==> config.mk <==
export PLATFORM = sky130hd
export DESIGN_NAME = uart_rx_fifo
export DESIGN_NICKNAME = d
export VERILOG_FILES = /design/src/rtl/uart_rx_fifo.sv
export SDC_FILE = /design/constraint.sdc
export NUM_CORES = 1
export LEC_CHECK = 0
export BUFFER_PORTS_ARGS = -buffer_cell sky130_fd_sc_hd__buf_2
export CAP_MARGIN = 20
export CORE_MARGIN = 3
export CORE_UTILIZATION = 40
export DETAILED_ROUTE_END_ITERATION = 6
export MAX_ROUTING_LAYER = met4
export SYNTH_ARGS = -nofsm -noshare
export SYNTH_HDL_FRONTEND = slang
export SYNTH_SLANG_ARGS = --single-unit
==> constraint.sdc <==
create_clock -name i_clk -period 1.8 [get_ports i_clk]
set_input_delay 0.27 -clock i_clk [delete_from_list [all_inputs] [get_ports i_clk]]
set_output_delay 0.27 -clock i_clk [all_outputs]
set_load 0.05 [all_outputs]
==> src/rtl/uart_rx_fifo.sv <==
// rtl/uart_rx_fifo.sv - receive FIFO between the UART receiver and the bus, with occupancy RTS
module uart_rx_fifo #(
   parameter  int PAYLOAD_BITS = 8,
   parameter  int DEPTH        = 4,
   localparam int LEVEL_BITS   = $clog2(DEPTH) + 1
) (
   input  logic                    i_clk,
   input  logic                    i_reset,
   input  logic                    i_uart_rx_valid,
   input  logic [PAYLOAD_BITS-1:0] i_uart_rx_data,
   output logic                    o_uart_rx_read,
   input  logic                    i_flush,
   output logic [PAYLOAD_BITS-1:0] o_out_data,
   output logic                    o_out_valid,
   input  logic                    i_out_read,
   output logic [LEVEL_BITS-1:0]   o_level,
   output logic                    o_fifo_rts,
   output logic                    o_underflow
);

   localparam int PTR_BITS = $clog2(DEPTH);
   localparam logic [LEVEL_BITS-1:0] LVL_FULL = LEVEL_BITS'(DEPTH);
   localparam logic [LEVEL_BITS-1:0] LVL_RTS  = LEVEL_BITS'(DEPTH - 1);
   localparam logic [LEVEL_BITS-1:0] LVL_ONE  = LEVEL_BITS'(1);
   localparam logic [PTR_BITS-1:0]   PTR_ONE  = PTR_BITS'(1);

   logic [PAYLOAD_BITS-1:0] r_mem [DEPTH];
   logic [PTR_BITS-1:0]     r_wr_ptr;
   logic [PTR_BITS-1:0]     r_rd_ptr;
   logic [LEVEL_BITS-1:0]   r_level;
   logic                    r_rx_read;
   logic                    r_rts;
   logic                    r_underflow;

   logic [LEVEL_BITS-1:0]   w_level_nxt;
   logic                    w_full;
   logic                    w_empty;
   logic                    w_push;
   logic                    w_pop;

   // Full/empty come from the occupancy count only; pointers are free to wrap.
   assign w_full  = (r_level == LVL_FULL);
   assign w_empty = (r_level == '0);

   // The registered read pulse masks the cycle where the receiver still shows the byte just taken.
   assign w_push = i_uart_rx_valid & ~w_full & ~r_rx_read & ~i_flush;
   assign w_pop  = i_out_read & ~w_empty & ~i_flush;

   assign o_uart_rx_read = r_rx_read;
   assign o_out_data     = r_mem[r_rd_ptr];
   assign o_out_valid    = ~w_empty;
   assign o_level        = r_level;
   assign o_fifo_rts     = r_rts;
   assign o_underflow    = r_underflow;

   // Next occupancy; shared by the level register and the RTS register so both move together.
   always_comb begin
      w_level_nxt = r_level;
      if (i_flush) begin
         w_level_nxt = '0;
      end else if (w_push && !w_pop) begin
         w_level_nxt = r_level + LVL_ONE;
      end else if (w_pop && !w_push) begin
         w_level_nxt = r_level - LVL_ONE;
      end
   end

   // Pointers, occupancy, receiver handshake and status flags.
   always_ff @(posedge i_clk or posedge i_reset) begin
      if (i_reset) begin
         r_wr_ptr    <= '0;
         r_rd_ptr    <= '0;
         r_level     <= '0;
         r_rx_read   <= 1'b0;
         r_rts       <= 1'b1;
         r_underflow <= 1'b0;
      end else begin
         r_rx_read <= w_push;
         r_level   <= w_level_nxt;
         r_rts     <= (w_level_nxt >= LVL_RTS);
         if (i_flush) begin
            r_wr_ptr    <= '0;
            r_rd_ptr    <= '0;
            r_underflow <= 1'b0;
         end else begin
            if (w_push) begin
               r_wr_ptr <= r_wr_ptr + PTR_ONE;
            end
            if (w_pop) begin
               r_rd_ptr <= r_rd_ptr + PTR_ONE;
            end
            if (i_out_read && w_empty) begin
               r_underflow <= 1'b1;
            end
         end
      end
   end

   // Byte storage; contents need no reset because out_valid qualifies them.
   always_ff @(posedge i_clk) begin
      if (w_push) begin
         r_mem[r_wr_ptr] <= i_uart_rx_data;
      end
   end

endmodule

==> results.cfg, run 1 <==
[logic_synthesis]
yosys.area.top_type = edfxtp_1
synth_fa_ha_area_share_pct = 4.937
synthTopCellsByArea = edfxtp_1 (54%), dfrtp_1 (13%), mux4_2 (10%)
syn_nets = 122
synth_top_area_share_pct = 54.16
syn_area_per_cell_sq_um = 17.39
synth_simple_gate_area_share_pct = 6.700
ys.warnings.count = 0
synth_top_family_by_area = multiplexers
ys_seq_area_share_pct = 68.34
synth.lib_cells_used.distinct = 27
synth_mux_area_share_pct = 11.28
ys_seq_elements = 42
syn-cell-area_sq_mm = 0.001774
yosys.area_share.xor_xnor_pct = 1.481
synthCells = 102
synth_compound_area_share_pct = 5.007

[clock_tree]
clock_sinks = 42
clock-root-buffer = clkbuf_8
cts_buffer_depth = 2
h-tree-depth = 2
clock_latency_ns = 0.29
tritoncts = yes
cts_buffers = 5
clkTransAtPathRegs_ns = 0.08

[power_and_ir_drop]
clkPwrFrac_pct = 20.7
power.density_mw_per_mm2 = 1283
power_mw = 2.778
pwr-share-comb_pct = 36.1
vdd_drop_max_mv = 0.6190
p_int_mw = 1.802
power_switching_share_pct = 35.12
power_switching_uw = 975.6
share_seq_of_total_power_pct = 43.2
p_leak_nw = 0.8348

[sta]
period_share_pct = 99.88
finalSetupViolations = 0
worst_slew_pin_slew_ns = 0.4223
fin_crit_ns = 1.798
finalSetupTns_ns = 0
whs_ns = 0.1926
finClkSkew_ns = 0.009196
max_clock_freq_mhz = 556.2
slew_headroom_pct = 71.85
rsz0062_at_grt = true
hold_viol = 0
drv_slew = 0

[route]
ant_nets = 0
drt_first_pass_iters = 4
drt_iter0_drc = 94
routed_wl_um = 2914
vias_per_cell = 5.000
drc_errors = 0
routedWlPerCell_um = 15.58
vias = 935

[setup_path]
critPathKind = reg -> out
rrSetupSlack_ns = 0.10
crit_required_ns = 1.53
crit_arrival_ns = 1.53
cp_slowest_cell = mux4_2
ff2ff_path_depth = 5
start_kind = flop
critPathBufInv = 2
crit_path_max_fanout = 8
cp_top_family = multiplexers
crit_chain = buf_12 > mux4_2 > buf_6
cp_num_cells = 3
worstSetupEndpointType = primary output
critPathMaxStageDelay_ns = 0.51

[placement]
port_buffers = 27
gp_congestion = 0.8708
place_area_sq_mm = 0.002006

[finish]
antenna_cells = 0
n_fill_cell = 364
final_nets = 156
area_delta_synth_final_pct = 22.00
design_area_sq_mm = 0.002165
drive_above_1_share_pct = 44.53

[global_route]
grt_pass1_wl_um = 5092
overflow = 0
grt_pass1_vias = 1037
antenna_found_initial = 0
grt_usage_pct = 13.39
grt_max_degree = 14

[run]
drv_cap = 0

[floorplanning]
initial_utilization_pct = 42.81
dieArea_sq_mm = 0.005271
row_count = 23
design.core.area_sq_mm = 0.004144
die_w_um = 72.60
die_y_um = 72.60
pin_count = 28

[status]
status = finished, final reports clean

[min_path]
hold_class = in -> reg
hold_depth = 1
## what timing repair did
item,4_1_cts,5_1_grt
setup endpoints to repair,8,33
endpoints found under the hold margin,9,0
gates resized for setup,16,4
hold buffers,1,0
buffers inserted,1,0
## power groups by stage
stage / logic [mW] / registers [mW] / clock network [mW]
CTS: 1.01 / 1.20 / 0.598
finish: 1.00 / 1.20 / 0.574
detailed placement: 0.921 / 1.23 / 0
global route: 1.08 / 1.21 / 0.643
floorplan: 0.622 / 1.31 / 0
global placement: 0.906 / 1.22 / 0
## cell usage after synthesis, drive strengths merged
library cell  count
a2111oi           1
a21o              2
a22oi             1
a31oi             1
and2              5
buf               2
clkbuf            1
dfrtp             9
dfstp             1
edfxtp           32
ha                7
inv               7
mux2i             2
mux4              8
nand2             2
nand2b            3
nand3             1
nor2              8
nor2b             1
nor3              2
o2111a            1
o21a              1
o32ai             1
xnor2             1
xor2              2
## layer usage
metal	GRT usage [%]	wire, um
met1	16.88	1237
met2	20.44	1542
met3	4.959	123
met4	3.689	10
met5	-	0
## cell usage in the layout, fill, tap and decap left out, types with 2 or more instances in the layout
cell	count
nor2_1	8
dfrtp_2	3
dfrtp_1	6
ha_1	6
nand2_1	2
inv_1	5
clkbuf_8	5
mux4_2	8
mux2i_1	2
nand2b_1	2
a21o_1	2
xor2_1	2
edfxtp_1	32
buf_2	19
inv_2	2
and2_4	4
buf_6	8
## metrics by stage
step	setup WS (ns)	utilization, %	std cells
after global placement	0.1412	48.40	177
final	0.002167	52.23	187
after detailed placement	0.08064	48.40	177
after global routing	-0.06630	52.23	187
after floorplan	0.02577	-	102
after CTS	-0.01679	52.11	187
## cell type report
| cell class | instances | area (sq um) | area share (%) |
|---|---|---|---|
| Timing Repair Buffer | 30 | 222.7 | 10.29 |
| Tap cell | 50 | 62.56 | 2.890 |
| Clock inverter | 2 | 13.76 | 0.6358 |
| Clock buffer | 6 | 72.57 | 3.353 |
| Multi-Input combinational cell | 50 | 550.5 | 25.43 |
| Inverter | 7 | 26.28 | 1.214 |
| Sequential cell | 42 | 1216 | 56.19 |
## flip-flops by register name, summed over array words and instances (netlist names)
| register | flops |
|---|---|
| r_mem | 32 |
| o_level | 3 |
| r_rd_ptr | 2 |
| r_wr_ptr | 2 |
| o_fifo_rts | 1 |
| o_uart_rx_read | 1 |
| o_underflow | 1 |
## logic make-up after synthesis
| family | after synthesis |
|---|---|
| AO/OA/AOI/OAI | 8 |
| XOR/XNOR | 3 |
| adder cells (fa/ha/maj) | 7 |
| buffers and inverters | 10 |
| flip-flops | 42 |
| multiplexers | 10 |
| AND/OR/NAND/NOR | 22 |
## final timing paths
kind / startpoint / end
max in group asynchronous: i_reset / o_fifo_rts
min: i_uart_rx_data[5] / r_mem[3][5]
max: r_rd_ptr[0] / o_out_data[3]
min reg2reg: o_underflow / o_underflow
min in group asynchronous: i_reset / o_underflow
max reg2reg: o_level[0] / r_mem[1][7]
## worst reg2reg max path: cells and delay by family, from the launching register on
kind	cells	cell delay, ns
DFF	1	0.40
adders and majority gates	1	0.19
AOI/OAI and AO/OA	1	0.21
buffers and inverters	1	0.06
and+or+nand+nor	2	0.55
No activity file was read; power rests on OpenSTA's default activity.
==> run 2, diff against run 1 <==
Settings changed: CTS_BUF_LIST from default to sky130_fd_sc_hd__clkbuf_16.
==> results.cfg, run 2 (synthesis results as in run 1) <==
[clock_tree]
clock_sinks = 42
clock-root-buffer = clkbuf_16
cts_buffers = 5
cts_buffer_depth = 2
clkTransAtPathRegs_ns = 0.06
clock_latency_ns = 0.28
tritoncts = yes
h-tree-depth = 2

[floorplanning]
dieArea_sq_mm = 0.005271
pin_count = 28
design.core.area_sq_mm = 0.004144
die_w_um = 72.60
row_count = 23
initial_utilization_pct = 42.81
die_y_um = 72.60

[finish]
drive_above_1_share_pct = 44.53
largest_register = r_mem
area_delta_synth_final_pct = 24.96
antenna_cells = 0
layout_common_cells = edfxtp_1 (32), buf_2 (19), nor2_1 (8), mux4_2 (8), buf_6 (8)
n_fill_cell = 351
design_area_sq_mm = 0.002217
layout_commonest_cell = edfxtp_1
largest_reg_flops = 32
final_nets = 156

[run]
drv_cap = 0

[power_and_ir_drop]
power_mw = 3.040
power.density_mw_per_mm2 = 1371
vdd_drop_max_mv = 0.4928
p_leak_nw = 0.8625

[sta]
max_clock_freq_mhz = 559.8
finalSetupViolations = 0
whs_ns = 0.2072
drv_slew = 0
hold_viol = 0
rsz0062_at_grt = true
period_share_pct = 99.24
finClkSkew_ns = 0.003375
worst_slew_pin_slew_ns = 0.4206
fin_crit_ns = 1.786
setup_ws_ns = 0.01362
slew_headroom_pct = 71.96

[placement]
port_buffers = 27
place_area_sq_mm = 0.002006
preCtsSetupSlack_ns = 0.08064
gp_congestion = 0.8708

[status]
status = finished, final reports clean

[route]
drt_iter0_drc = 87
wl_met1_um = 1252
ant_nets = 0
dr_wl_met2_um = 1523
vias = 932
drc_errors = 0
drt_first_pass_iters = 4
routedWlPerCell_um = 15.53
dr_wl_met3_um = 87
routed_wl_um = 2904
vias_per_cell = 4.984
routed.top_layer = met4

[global_route]
grt_pass1_wl_um = 5057
grt_pass1_vias = 1028
grt_max_degree = 14
antenna_found_initial = 0
overflow = 0
grt_usage_pct = 13.17

[setup_path]
start_kind = flop
crit_arrival_ns = 1.52
crit_path_max_fanout = 8
worstSetupEndpointType = primary output
critPathKind = reg -> out
crit_required_ns = 1.53

[min_path]
hold_class = in -> reg
==> run 2: cell types whose count changed in the layout (fill, tap and decap cells not counted) <==
cell	delta
and2_2	+3
and2_4	-3
clkbuf_1	-1
clkbuf_16	+5
clkbuf_8	-5
inv_1	+1
==> run 2: final cells by class <==
type	count	area [sq um]	area share (%)
Timing Repair Buffer	30	222.7	10.05
Multi-Input combinational cell	50	546.8	24.66
Sequential cell	42	1216	54.85
Tap cell	50	62.56	2.822
Inverter	7	26.28	1.185
Clock inverter	3	17.52	0.7901
Clock buffer	5	125.1	5.643
==> run 2: worst max-delay path: stages, from the launching register on <==
cell,delay (ns)
dfrtp_1,0.39
buf_12,0.15
mux4_2,0.52
buf_6,0.17
==> run 2: metal layers <==
| metal | GRT usage, % | up-vias |
|---|---|---|
| li1 | - | 447 |
| met1 | 16.97 | 464 |
| met2 | 20.24 | 15 |
| met3 | 2.893 | 6 |
| met4 | 5.533 | 0 |
| met5 | - | - |
==> run 2: per-stage QoR <==
step | utilization [%] | instances | TNS [ns]
2_1_floorplan | - | 102 | 0
3_3_place_gp | 48.40 | 177 | 0
3_5_place_dp | 48.40 | 177 | 0
4_1_cts | 53.20 | 187 | 0
5_1_grt | 53.50 | 187 | -0.8346
6_report | 53.50 | 187 | 0
==> run 2: final timing paths <==
check / start / end / slack [ns] / depth (start not counted)
min in group asynchronous: i_reset / o_underflow / 0.52 / 3
max in group asynchronous: i_reset / o_fifo_rts / 0.96 / 3
hold / removal: i_uart_rx_data[2] / r_mem[2][2] / 0.21 / 1
setup / recovery: r_rd_ptr[0] / o_out_data[4] / 0.01 / 3
setup reg to reg: o_level[0] / r_mem[0][1] / 0.08 / 5
hold reg to reg: o_underflow / o_underflow / 0.50 / 2
==> run 2: power by group <==
group,switching (mW),leakage (nW),internal (mW)
Combinational,0.609,0.371,0.389
Clock,0.332,0.0750,0.507
Sequential,0.0640,0.416,1.14
==> run 2: what timing repair did <==
action	CTS	global route
resized for setup	13	4
setup endpoints to repair	8	34
hold buffers	1	0
endpoints found under the hold margin	9	0
setup buffers	1	0
